$ cat config.mk
export PLATFORM = sky130hd
export DESIGN_NAME = digital_clock_system
export DESIGN_NICKNAME = d
export VERILOG_FILES = /design/src/rtl/digital_clock_system_pkg.sv /design/src/rtl/digital_clock_system_seg7_scan.sv /design/src/rtl/digital_clock_system.sv
export SDC_FILE = /design/constraint.sdc
export NUM_CORES = 1
export LEC_CHECK = 0
export BUFFER_PORTS_ARGS = -buffer_cell sky130_fd_sc_hd__buf_2
export CORE_UTILIZATION = 35
export CTS_CLUSTER_DIAMETER = 60
export DETAILED_ROUTE_END_ITERATION = 16
export RECOVER_POWER = 25
export SLEW_MARGIN = 5
export SYNTH_ARGS = -nofsm -noshare
export SYNTH_HDL_FRONTEND = slang
export SYNTH_SLANG_ARGS = --single-unit
$ cat constraint.sdc
create_clock -name clk_50m -period 3.6 [get_ports clk_50m]
set_input_delay 0.18 -clock clk_50m [delete_from_list [all_inputs] [get_ports clk_50m]]
set_output_delay 0.18 -clock clk_50m [all_outputs]
set_load 0.05 [all_outputs]
$ cat src/rtl/digital_clock_system_pkg.sv
`default_nettype none
// ============================================================================
// Module      : digital_clock_system_pkg
// Description : Shared constants, select encodings and BCD / seven-segment
//               helpers for the digital clock.
// Revision    : 1.0 - initial release
// ============================================================================
package digital_clock_system_pkg;

  // Seven-segment codes, active-low, bit order {g,f,e,d,c,b,a}
  localparam logic [6:0] c_seg_0    = 7'b1000000;
  localparam logic [6:0] c_seg_1    = 7'b1111001;
  localparam logic [6:0] c_seg_2    = 7'b0100100;
  localparam logic [6:0] c_seg_3    = 7'b0110000;
  localparam logic [6:0] c_seg_4    = 7'b0011001;
  localparam logic [6:0] c_seg_5    = 7'b0010010;
  localparam logic [6:0] c_seg_6    = 7'b0000010;
  localparam logic [6:0] c_seg_7    = 7'b1111000;
  localparam logic [6:0] c_seg_8    = 7'b0000000;
  localparam logic [6:0] c_seg_9    = 7'b0010000;
  localparam logic [6:0] c_seg_dash = 7'b0111111;
  localparam logic [6:0] c_seg_off  = 7'b1111111;

  // Digit code used inside the digit vector to request a dash
  localparam logic [3:0] c_digit_dash = 4'hA;

  // BCD limits for minutes/seconds and hours
  localparam logic [7:0] c_bcd_59 = 8'h59;
  localparam logic [7:0] c_bcd_23 = 8'h23;

  typedef enum logic [1:0] {
    SEL_RUN   = 2'b00,
    SEL_SET_H = 2'b01,
    SEL_SET_M = 2'b10,
    SEL_CLR_S = 2'b11
  } clock_sel_e;

  typedef enum logic [1:0] {
    ALM_NONE = 2'b00,
    ALM_H    = 2'b01,
    ALM_M    = 2'b10,
    ALM_RSVD = 2'b11
  } alarm_sel_e;

  // BCD increment that wraps to zero after reaching lim
  function automatic logic [7:0] bcd_inc(input logic [7:0] val, input logic [7:0] lim);
    logic [7:0] res;
    if (val == lim) begin
      res = 8'h00;
    end else if (val[3:0] == 4'd9) begin
      res = {val[7:4] + 4'd1, 4'd0};
    end else begin
      res = {val[7:4], val[3:0] + 4'd1};
    end
    return res;
  endfunction

  // 24h BCD hour to 12h BCD hour: 0 -> 12, 13..23 -> h-12
  function automatic logic [7:0] hour_to_12h(input logic [7:0] h);
    logic [7:0] res;
    case (h)
      8'h00:   res = 8'h12;
      8'h20:   res = 8'h08;
      8'h21:   res = 8'h09;
      8'h22:   res = 8'h10;
      8'h23:   res = 8'h11;
      default: res = (h > 8'h12) ? (h - 8'h12) : h;
    endcase
    return res;
  endfunction

  // Digit code to active-low segment pattern
  function automatic logic [6:0] seg7_encode(input logic [3:0] d);
    logic [6:0] res;
    case (d)
      4'd0:         res = c_seg_0;
      4'd1:         res = c_seg_1;
      4'd2:         res = c_seg_2;
      4'd3:         res = c_seg_3;
      4'd4:         res = c_seg_4;
      4'd5:         res = c_seg_5;
      4'd6:         res = c_seg_6;
      4'd7:         res = c_seg_7;
      4'd8:         res = c_seg_8;
      4'd9:         res = c_seg_9;
      c_digit_dash: res = c_seg_dash;
      default:      res = c_seg_off;
    endcase
    return res;
  endfunction

endpackage
`default_nettype wire

$ cat src/rtl/digital_clock_system_seg7_scan.sv
`default_nettype none
// ============================================================================
// Module      : digital_clock_system_seg7_scan
// Description : Eight-digit multiplexed seven-segment scanner. Digit 0 is the
//               rightmost position; seg and pos are registered together.
// Revision    : 1.0 - initial release
// ============================================================================
module digital_clock_system_seg7_scan
  import digital_clock_system_pkg::*;
#(
  parameter int SCAN_DIV = 50000
) (
  input  logic            clk,
  input  logic            rst,
  input  logic [7:0][3:0] digits,
  output logic [6:0]      seg,
  output logic [7:0]      pos
);

  localparam int c_div_w = (SCAN_DIV > 1) ? $clog2(SCAN_DIV) : 1;
  localparam logic [c_div_w-1:0] c_div_max = c_div_w'(SCAN_DIV - 1);

  logic [c_div_w-1:0] r_div;
  logic [2:0]         r_idx;
  logic [6:0]         r_seg;
  logic [7:0]         r_pos;

  // Slot timer: advance the digit index once every SCAN_DIV cycles
  always_ff @(posedge clk or posedge rst) begin
    if (rst) begin
      r_div <= '0;
      r_idx <= 3'd0;
    end else if (r_div == c_div_max) begin
      r_div <= '0;
      r_idx <= r_idx + 3'd1;
    end else begin
      r_div <= r_div + 1'b1;
    end
  end

  // Drive the active digit select and its segment pattern in the same cycle
  always_ff @(posedge clk or posedge rst) begin
    if (rst) begin
      r_pos <= 8'b1111_1110;
      r_seg <= c_seg_0;
    end else begin
      r_pos <= ~(8'd1 << r_idx);
      r_seg <= seg7_encode(digits[r_idx]);
    end
  end

  assign seg = r_seg;
  assign pos = r_pos;

endmodule
`default_nettype wire

$ cat src/rtl/digital_clock_system.sv
`default_nettype none
// ============================================================================
// Module      : digital_clock_system
// Description : 24-hour BCD clock with field setting, hh:mm alarm, hourly
//               chime, 12/24-hour display and 8-digit multiplexed display.
// Revision    : 1.0 - initial release
// ============================================================================
module digital_clock_system
  import digital_clock_system_pkg::*;
#(
  parameter int CLK_DIV  = 50000000,
  parameter int SCAN_DIV = 50000
) (
  input  logic       clk_50m,
  input  logic       cr,
  input  logic       en,
  input  logic [1:0] clock_set_select,
  input  logic [1:0] alarm_set_select,
  input  logic       alarm_and_ratio_en,
  input  logic       confirm,
  input  logic       day_set,
  output logic       alarm,
  output logic       is_pm,
  output logic [6:0] seg,
  output logic [7:0] pos,
  output logic [7:0] output_second
);

  localparam int c_pre_w = (CLK_DIV > 1) ? $clog2(CLK_DIV) : 1;
  localparam logic [c_pre_w-1:0] c_pre_max = c_pre_w'(CLK_DIV - 1);

  logic [c_pre_w-1:0] r_pre;
  logic               w_tick;

  logic [7:0] r_hour, r_min, r_sec;
  logic [7:0] r_alm_hour, r_alm_min;
  logic       r_alarm, r_is_pm;
  logic [7:0] r_out_sec;

  clock_sel_e w_clk_sel;
  alarm_sel_e w_alm_sel;
  logic       w_setting;
  logic       w_show_alarm;
  logic [7:0] w_src_hour, w_src_min, w_src_sec, w_disp_hour;
  logic [7:0][3:0] w_digits;

  assign w_clk_sel = clock_sel_e'(clock_set_select);
  assign w_alm_sel = alarm_sel_e'(alarm_set_select);
  // Clock setting owns the counters whenever it is gated in
  assign w_setting = confirm && (w_clk_sel != SEL_RUN);
  assign w_tick    = (r_pre == c_pre_max);

  // Free-running 1 Hz prescaler, independent of en
  always_ff @(posedge clk_50m or posedge cr) begin
    if (cr) begin
      r_pre <= '0;
    end else if (w_tick) begin
      r_pre <= '0;
    end else begin
      r_pre <= r_pre + 1'b1;
    end
  end

  // Timekeeping: field setting when gated in, otherwise carry-chained counting
  always_ff @(posedge clk_50m or posedge cr) begin
    if (cr) begin
      r_hour <= 8'h00;
      r_min  <= 8'h00;
      r_sec  <= 8'h00;
    end else if (w_setting) begin
      case (w_clk_sel)
        SEL_SET_H: if (w_tick) r_hour <= bcd_inc(r_hour, c_bcd_23);
        SEL_SET_M: if (w_tick) r_min  <= bcd_inc(r_min, c_bcd_59);
        SEL_CLR_S: r_sec <= 8'h00;
        default:   ;
      endcase
    end else if (w_tick && en) begin
      r_sec <= bcd_inc(r_sec, c_bcd_59);
      if (r_sec == c_bcd_59) begin
        r_min <= bcd_inc(r_min, c_bcd_59);
        if (r_min == c_bcd_59) begin
          r_hour <= bcd_inc(r_hour, c_bcd_23);
        end
      end
    end
  end

  // Alarm time setting; blocked while a clock field is being set
  always_ff @(posedge clk_50m or posedge cr) begin
    if (cr) begin
      r_alm_hour <= 8'h00;
      r_alm_min  <= 8'h00;
    end else if (confirm && (w_clk_sel == SEL_RUN) && w_tick) begin
      case (w_alm_sel)
        ALM_H:   r_alm_hour <= bcd_inc(r_alm_hour, c_bcd_23);
        ALM_M:   r_alm_min  <= bcd_inc(r_alm_min, c_bcd_59);
        default: ;
      endcase
    end
  end

  // Registered status: alarm window / hourly chime, PM flag, seconds copy
  always_ff @(posedge clk_50m or posedge cr) begin
    if (cr) begin
      r_alarm   <= 1'b0;
      r_is_pm   <= 1'b0;
      r_out_sec <= 8'h00;
    end else begin
      r_alarm   <= alarm_and_ratio_en &&
                   (((r_hour == r_alm_hour) && (r_min == r_alm_min) && (r_sec < 8'h30)) ||
                    ((r_min == c_bcd_59) && (r_sec >= 8'h55)));
      r_is_pm   <= (r_hour >= 8'h12);
      r_out_sec <= r_sec;
    end
  end

  // Display source: alarm time while editing it, otherwise the running time
  assign w_show_alarm = confirm && (w_alm_sel != ALM_NONE);
  assign w_src_hour   = w_show_alarm ? r_alm_hour : r_hour;
  assign w_src_min    = w_show_alarm ? r_alm_min  : r_min;
  assign w_src_sec    = w_show_alarm ? 8'h00      : r_sec;
  assign w_disp_hour  = day_set ? w_src_hour : hour_to_12h(w_src_hour);

  // Element 7 is the leftmost digit
  assign w_digits = {w_disp_hour[7:4], w_disp_hour[3:0], c_digit_dash,
                     w_src_min[7:4],   w_src_min[3:0],   c_digit_dash,
                     w_src_sec[7:4],   w_src_sec[3:0]};

  digital_clock_system_seg7_scan #(
    .SCAN_DIV (SCAN_DIV)
  ) u_scan (
    .clk    (clk_50m),
    .rst    (cr),
    .digits (w_digits),
    .seg    (seg),
    .pos    (pos)
  );

  assign alarm         = r_alarm;
  assign is_pm         = r_is_pm;
  assign output_second = r_out_sec;

endmodule
`default_nettype wire

==> After elaboration in Yosys (flattened, before gate mapping) <==
Memories as Yosys holds them, arrays and structs flattened. A register that Yosys moved wholly into a read port is not among the register bits.
Cells that the tools add are included.
{ "totals": {"regBits": 103, "latchBits": 0, "ramBits": 0, "mem_bits_ro": 112, "in_bits": 10, "out_inout_bits": 25, "wordCells": 126, "memories": 1} }
{ "op_classes": {"addsub": 14, "n_mul": 0, "div_mod_pow": 0, "n_lt_le_gt_ge": 5, "eq_ne": 27, "n_shift": 1, "muxes": 34, "bitwise": 1, "reduce_logical": 28} }
{ "mem_list": {"columns": ["name", "depth", "width", "read_ports", "rd_ports_with_merged_regs", "wr", "line", "text"], "rows": [
  ["(no name shown)", 16, 7, 1, 1, 0, "digital_clock_system_pkg.sv:75", "case (d)"]
]} }
{ "op_table": {"columns": ["op", "n"], "rows": [
  ["$mux 8", 29],
  ["$eq 8x6->1 const B", 6],
  ["$add 4x1->4 const B", 10],
  ["$pmux 8 s5", 1],
  ["$add 26x1->26 const B", 1],
  ["$eq 26x26->1 const B", 1],
  ["$mux 26", 1],
  ["$eq 8x7->1 const B", 3],
  ["$eq 4x4->1 const B", 5],
  ["$add 16x1->16 const B", 1],
  ["$eq 16x16->1 const B", 1],
  ["$eq 8x8->1", 2],
  ["$mux 16", 1],
  ["$reduce_bool 2->1", 7],
  ["$bmux 4 s3", 1],
  ["$logic_and 1x1->1", 9],
  ["$reduce_and 3->1", 3],
  ["$ge 8x5->1 const B", 1],
  ["$ge 8x7->1 const B", 1],
  ["$gt 8x5->1 const B", 1],
  ["$logic_not 8->1", 1],
  ["$lt 8x6->1 const B", 1],
  ["$not 8->8", 1],
  ["$shl 1x3->8 const A", 1],
  ["14 further kinds", 21]
]} }

==> Longest topological paths before layout <==
{ "depth": {"word_depth": 9, "mapped_depth": 16, "ltp_nobuf": 14} }

==> By module <==
From an unflattened synthesis, not the netlist that was laid out.
{ "hier_totals": {"cells_unflattened": 675, "area_unflattened_um2": 6623.9} }
{ "modules_own_cells": {"columns": ["mod", "instances", "cells_each", "area_per_inst_um2", "seq_area_each_um2"], "rows": [
  ["digital_clock_system", 1, 523, 4770.8, 1901.8],
  ["digital_clock_system_seg7_scan", 1, 152, 1853.0, 860.8]
]} }

==> Worst setup path before layout <==
Ideal clock, no wire load.
{ "synth_path": {"path_type": "register -> register", "from": "register r_alm_hour[0]", "to": "register u_scan.r_seg[3] (netlist: u_scan.seg[3])", "setup_ps": 132, "t_arrival_ps": 2707, "required_ps": 3468, "slack_ps": 761, "stages_incl_launch_ff": 13, "n_path_buf": 1, "period_less_slack_ps": 2839, "cell_sequence": "dfrtp_1 > clkbuf_1 > a211o_1 > a211oi_1 > o21bai_1 > o311ai_1 > nor3_1 > o31ai_1 > inv_1 > ha_1 > inv_1 > mux2i_1 > mux2i_1"} }
{ "synth_via": {"elab_chain_len": 7, "word_cells_on_any_way": 13, "cone_classes": "1 x add/sub; 1 x order compare; 4 x eq/ne; 6 x mux; 1 x reduce/logical"} }
{ "synth_rtl": {"columns": ["element", "line", "text"], "rows": [
  ["start: declaration", "digital_clock_system.sv:36", "logic [7:0] r_alm_hour, r_alm_min;"],
  ["start signal: assignment", "digital_clock_system.sv:95", "ALM_H: r_alm_hour <= bcd_inc(r_alm_hour, c_bcd_23);"],
  ["$mux 8 *", "digital_clock_system.sv:119", "assign w_src_hour = w_show_alarm ? r_alm_hour : r_hour;"],
  ["$sub 8x5->8 or $gt 8x5->1 (tied branches)", "digital_clock_system_pkg.sv:67", "default: res = (h > 8'h12) ? (h - 8'h12) : h;"],
  ["$mux 8", "digital_clock_system_pkg.sv:67", null],
  ["$pmux 8 s5", "digital_clock_system_pkg.sv:61", "case (h)"],
  ["$mux 8 *", "digital_clock_system.sv:122", "assign w_disp_hour = day_set ? w_src_hour : hour_to_12h(w_src_hour);"],
  ["$bmux 4 s3 *", "digital_clock_system_seg7_scan.sv:48", "r_seg <= seg7_encode(digits[r_idx]);"],
  ["$mux 4 (not written as such) *", "digital_clock_system_seg7_scan.sv:48", null],
  ["end: declaration", "digital_clock_system_seg7_scan.sv:25", "logic [6:0] r_seg;"]
]} }
Mark *: on every way between the ends. The rest lies on a longest branch, timed or not. The select of a mux whose other input is x is not followed.
A chain may end at the register's enable or synchronous reset.

==> Final worst setup path <==
Ends and elaborated chain as after synthesis.

==> results by group <==
Run status
  • Status: finished, violations left
  • Violated checks: max-capacitance violations, max-slew violations

CTS
  • Root Driver: clkbuf_16
  • Hold_buf cts: 0
  • Post-CTS sizing: 0
  • CTS tree: built
  • CTS H-tree lvls: 3
  • Post-CTS setup buffers: 0
  • Total CTS buffers: 9
  • CTS Buffer Depth: 2
  • Clock Pin Slew Worst Setup and Hold Paths: 80 ps
  • Worst-Skew Late Latency: 360 ps
  • Clock sink count: between 100 and 150

Final layout
  • Commonest cells after routing, fill and taps aside: dfrtp_1 (102), nand2_1 (74), nor2_1 (55)
  • Max reg flops: 26
  • Nets: around 750
  • Biggest register: r_pre
  • Leading cell type in the layout, fill and taps excluded: dfrtp_1
  • Fin cells: 946
  • Share of post-route cells with drive strength above 1: 0.119
  • Regs by FF count: r_pre (26), u_scan.r_div (16)
  • Fill count: roughly 1,800
  • Area delta synth->final: 11.2%

Synthesis
  • YS warnings: 0
  • Synth Instances: slightly below 700
  • Mux cell area share after synthesis: 0.0441
  • Top cell type's share of synthesized area: 0.396
  • Post-Synth XOR/XNOR Area: 0.0803
  • Seq cells post-synth: between 100 and 150
  • Unique masters post-synth: 73
  • Syn nets: roughly 730
  • Post-synthesis compound-gate area fraction: 0.127
  • Main combinational cell family by area after synthesis: simple AND/OR/NAND/NOR gates
  • Share of flip-flops with an asynchronous set or reset: 1.00
  • Synth top area cells: dfrtp_1 (40%), ha_1 (6.6%), xor2_1 (4.9%)
  • Synth Area in Simple Gates: 0.216
  • Seq/Total Area, Yosys: 0.429
  • Avg Inst Size Synth: around 9.3 sq um
  • Post-synth EDFFs: 0
  • Cell taking the most area after synthesis: dfrtp_1
  • Main synth FF type: dfrtp_1
  • Adder-cell area share of the yosys netlist: 0.0661
  • Post-Syn Area: roughly 6400 sq um

Critical path
  • WP data required: between 3000 and 4000 ps
  • Worst setup path class: flip-flop to flip-flop
  • Worst-path cell chain: a211o_1 -> a211oi_1 -> o21bai_1 -> o311ai_1 -> nor3_1 -> o31ai_1 -> inv_1 -> ha_1 -> inv_1 -> mux2i_1 -> mux2i_1
  • CP Capture Type: flip-flop
  • Critical path's top delay family: compound AO/OA/AOI/OAI gates
  • Startpoint Class: flip-flop
  • Crit path max-delay cell type: dfrtp_1
  • CP Buf/Inv Count: 2
  • Critical path peak fanout: 10
  • CP Data Arrival Time: 3470 ps
  • Crit path largest cell delay: 500 ps

Timing
  • Least-Margin Pin Slew: about 2800 ps
  • RSZ-0062 raised after global routing: no
  • Hold Vio Cnt, Final: 0
  • Rel. slew slack: -0.900
  • Pins over their slew limit: 76
  • Tmin final: roughly 3200 ps
  • Setup TNS: 0 ps
  • Final period util: 0.901
  • Fmax: approximately 0.3 GHz
  • Final setup vio count: 0
  • Skew final: around 13 ps

GRT
  • Initial antenna violation count: 2
  • Largest net degree at the start of global routing: 76
  • Grt met3 use: 0.0316
  • Total congestion overflow: 0
  • Number of global-route vias before repair: 4,780
  • Layer with the highest usage: met2
  • First-pass GRT wire length: around 24,000 um
  • Tot GR Track Use: 0.161
  • GR Util met2: 0.253
  • GRT met1 Usage: 0.217

Floorplanning
  • Starting Density: 0.357
  • Core ar.: about 18,000 sq um
  • Die Width: ~140 um
  • Row count: between 40 and 50
  • Die height: roughly 140 um
  • Die area: around 19,000 sq um
  • I/O pins: 35

Place
  • Routability cong.: slightly below 0.9
  • Placed Cells: 928
  • Port Buf Inserts: 34
  • Post-DP HPWL: 9930 um

Min path
  • HP Class: input pin to flip-flop

Drt
  • Final WL: around 14,000 um
  • Drt drc: 0
  • Final ANT Viol Nets: 0
  • DR vias/cell: between 5 and 6
  • Via count: 4,903
  • DRT iter0 DRCs: 276
  • Wire per inst: approximately 15 um
  • DR pass1 iterations: 4

Flow run
  • Max-Cap Viols: 1

Power
  • Leakage: between 3 and 4 nW
  • VDD IR max: 0.264 mV
  • PD cells: 413 nW/um^2
-- cell usage after synthesis (7+ instances only) --
cell      number
dfrtp_1      102
nand2_1       74
nor2_1        55
o21ai_0       47
xor2_1        36
nand3_1       35
ha_1          34
inv_1         32
mux2i_1       25
clkbuf_1      23
xnor2_1       23
a21oi_1       20
nor3_1        17
and3_1        14
nand4_1       11
o31ai_1        9
dfstp_2        8
and2_1         7
or3_1          7
-- power by group --
part | total (mW) | leakage [nW] | switching (mW) | internal (mW)
Clock | 1.11 | 0.156 | 0.485 | 0.621
Combinational | 0.503 | 1.66 | 0.360 | 0.143
Sequential | 1.35 | 1.44 | 0.0438 | 1.30
-- path summary, 6_finish.rpt --
kind	endpoint	startpoint	cells past startpoint	slack (ps)
setup / recovery	u_scan.seg[3]	r_alm_hour[0]	11	360
hold / removal	alarm	alarm_and_ratio_en	2	40
setup reg to reg	u_scan.seg[3]	r_alm_hour[0]	11	360
hold reg to reg	u_scan.r_div[0]	u_scan.r_div[0]	1	470
max in group asynchronous	u_scan.r_div[0]	cr	2	1130
min in group asynchronous	u_scan.r_div[6]	cr	2	840
-- metrics by stage --
| step | worst slack, ps | cell area, sq um | hold slack (ps) | util | total power, mW |
|---|---|---|---|---|---|
| floorplan | 531 | 6440 | 309 | - | 1.75 |
| global placement | 500 | 6820 | 387 | 0.379 | 1.88 |
| detailed placement | 423 | 6820 | 403 | 0.379 | 1.88 |
| CTS | 392 | 7150 | 24.9 | 0.397 | 3.00 |
| global route | 56.7 | 7150 | 20.3 | 0.397 | 3.09 |
| finish | 355 | 7160 | 35.0 | 0.397 | 2.96 |
-- metal layers --
metal  wire, um  vias to the layer above
met3        413                       21
met2       6450                       66
met4        291                        0
met5          0                        -
li1           -                     2457
met1       6670                     2359
-- layout make-up --
type,count,area (sq um),share of cell area
Clock buffer,9,225,0.0315
Antenna cell,2,5.00,0.000699
Inverter,34,128,0.0178
Tap cell,229,287,0.0400
Clock inverter,7,106,0.0149
Sequential cell,110,2760,0.386
Timing Repair Buffer,40,215,0.0301
Multi-Input combinational cell,515,3430,0.479
-- kinds of logic after synthesis --
family / count (synthesis)
fa+ha+maj: 34
xor+xnor: 59
mux: 28
compound gates: 126
buf+inv: 64
flops: 110
simple gates: 268
(Power assumes the default switching activity.)
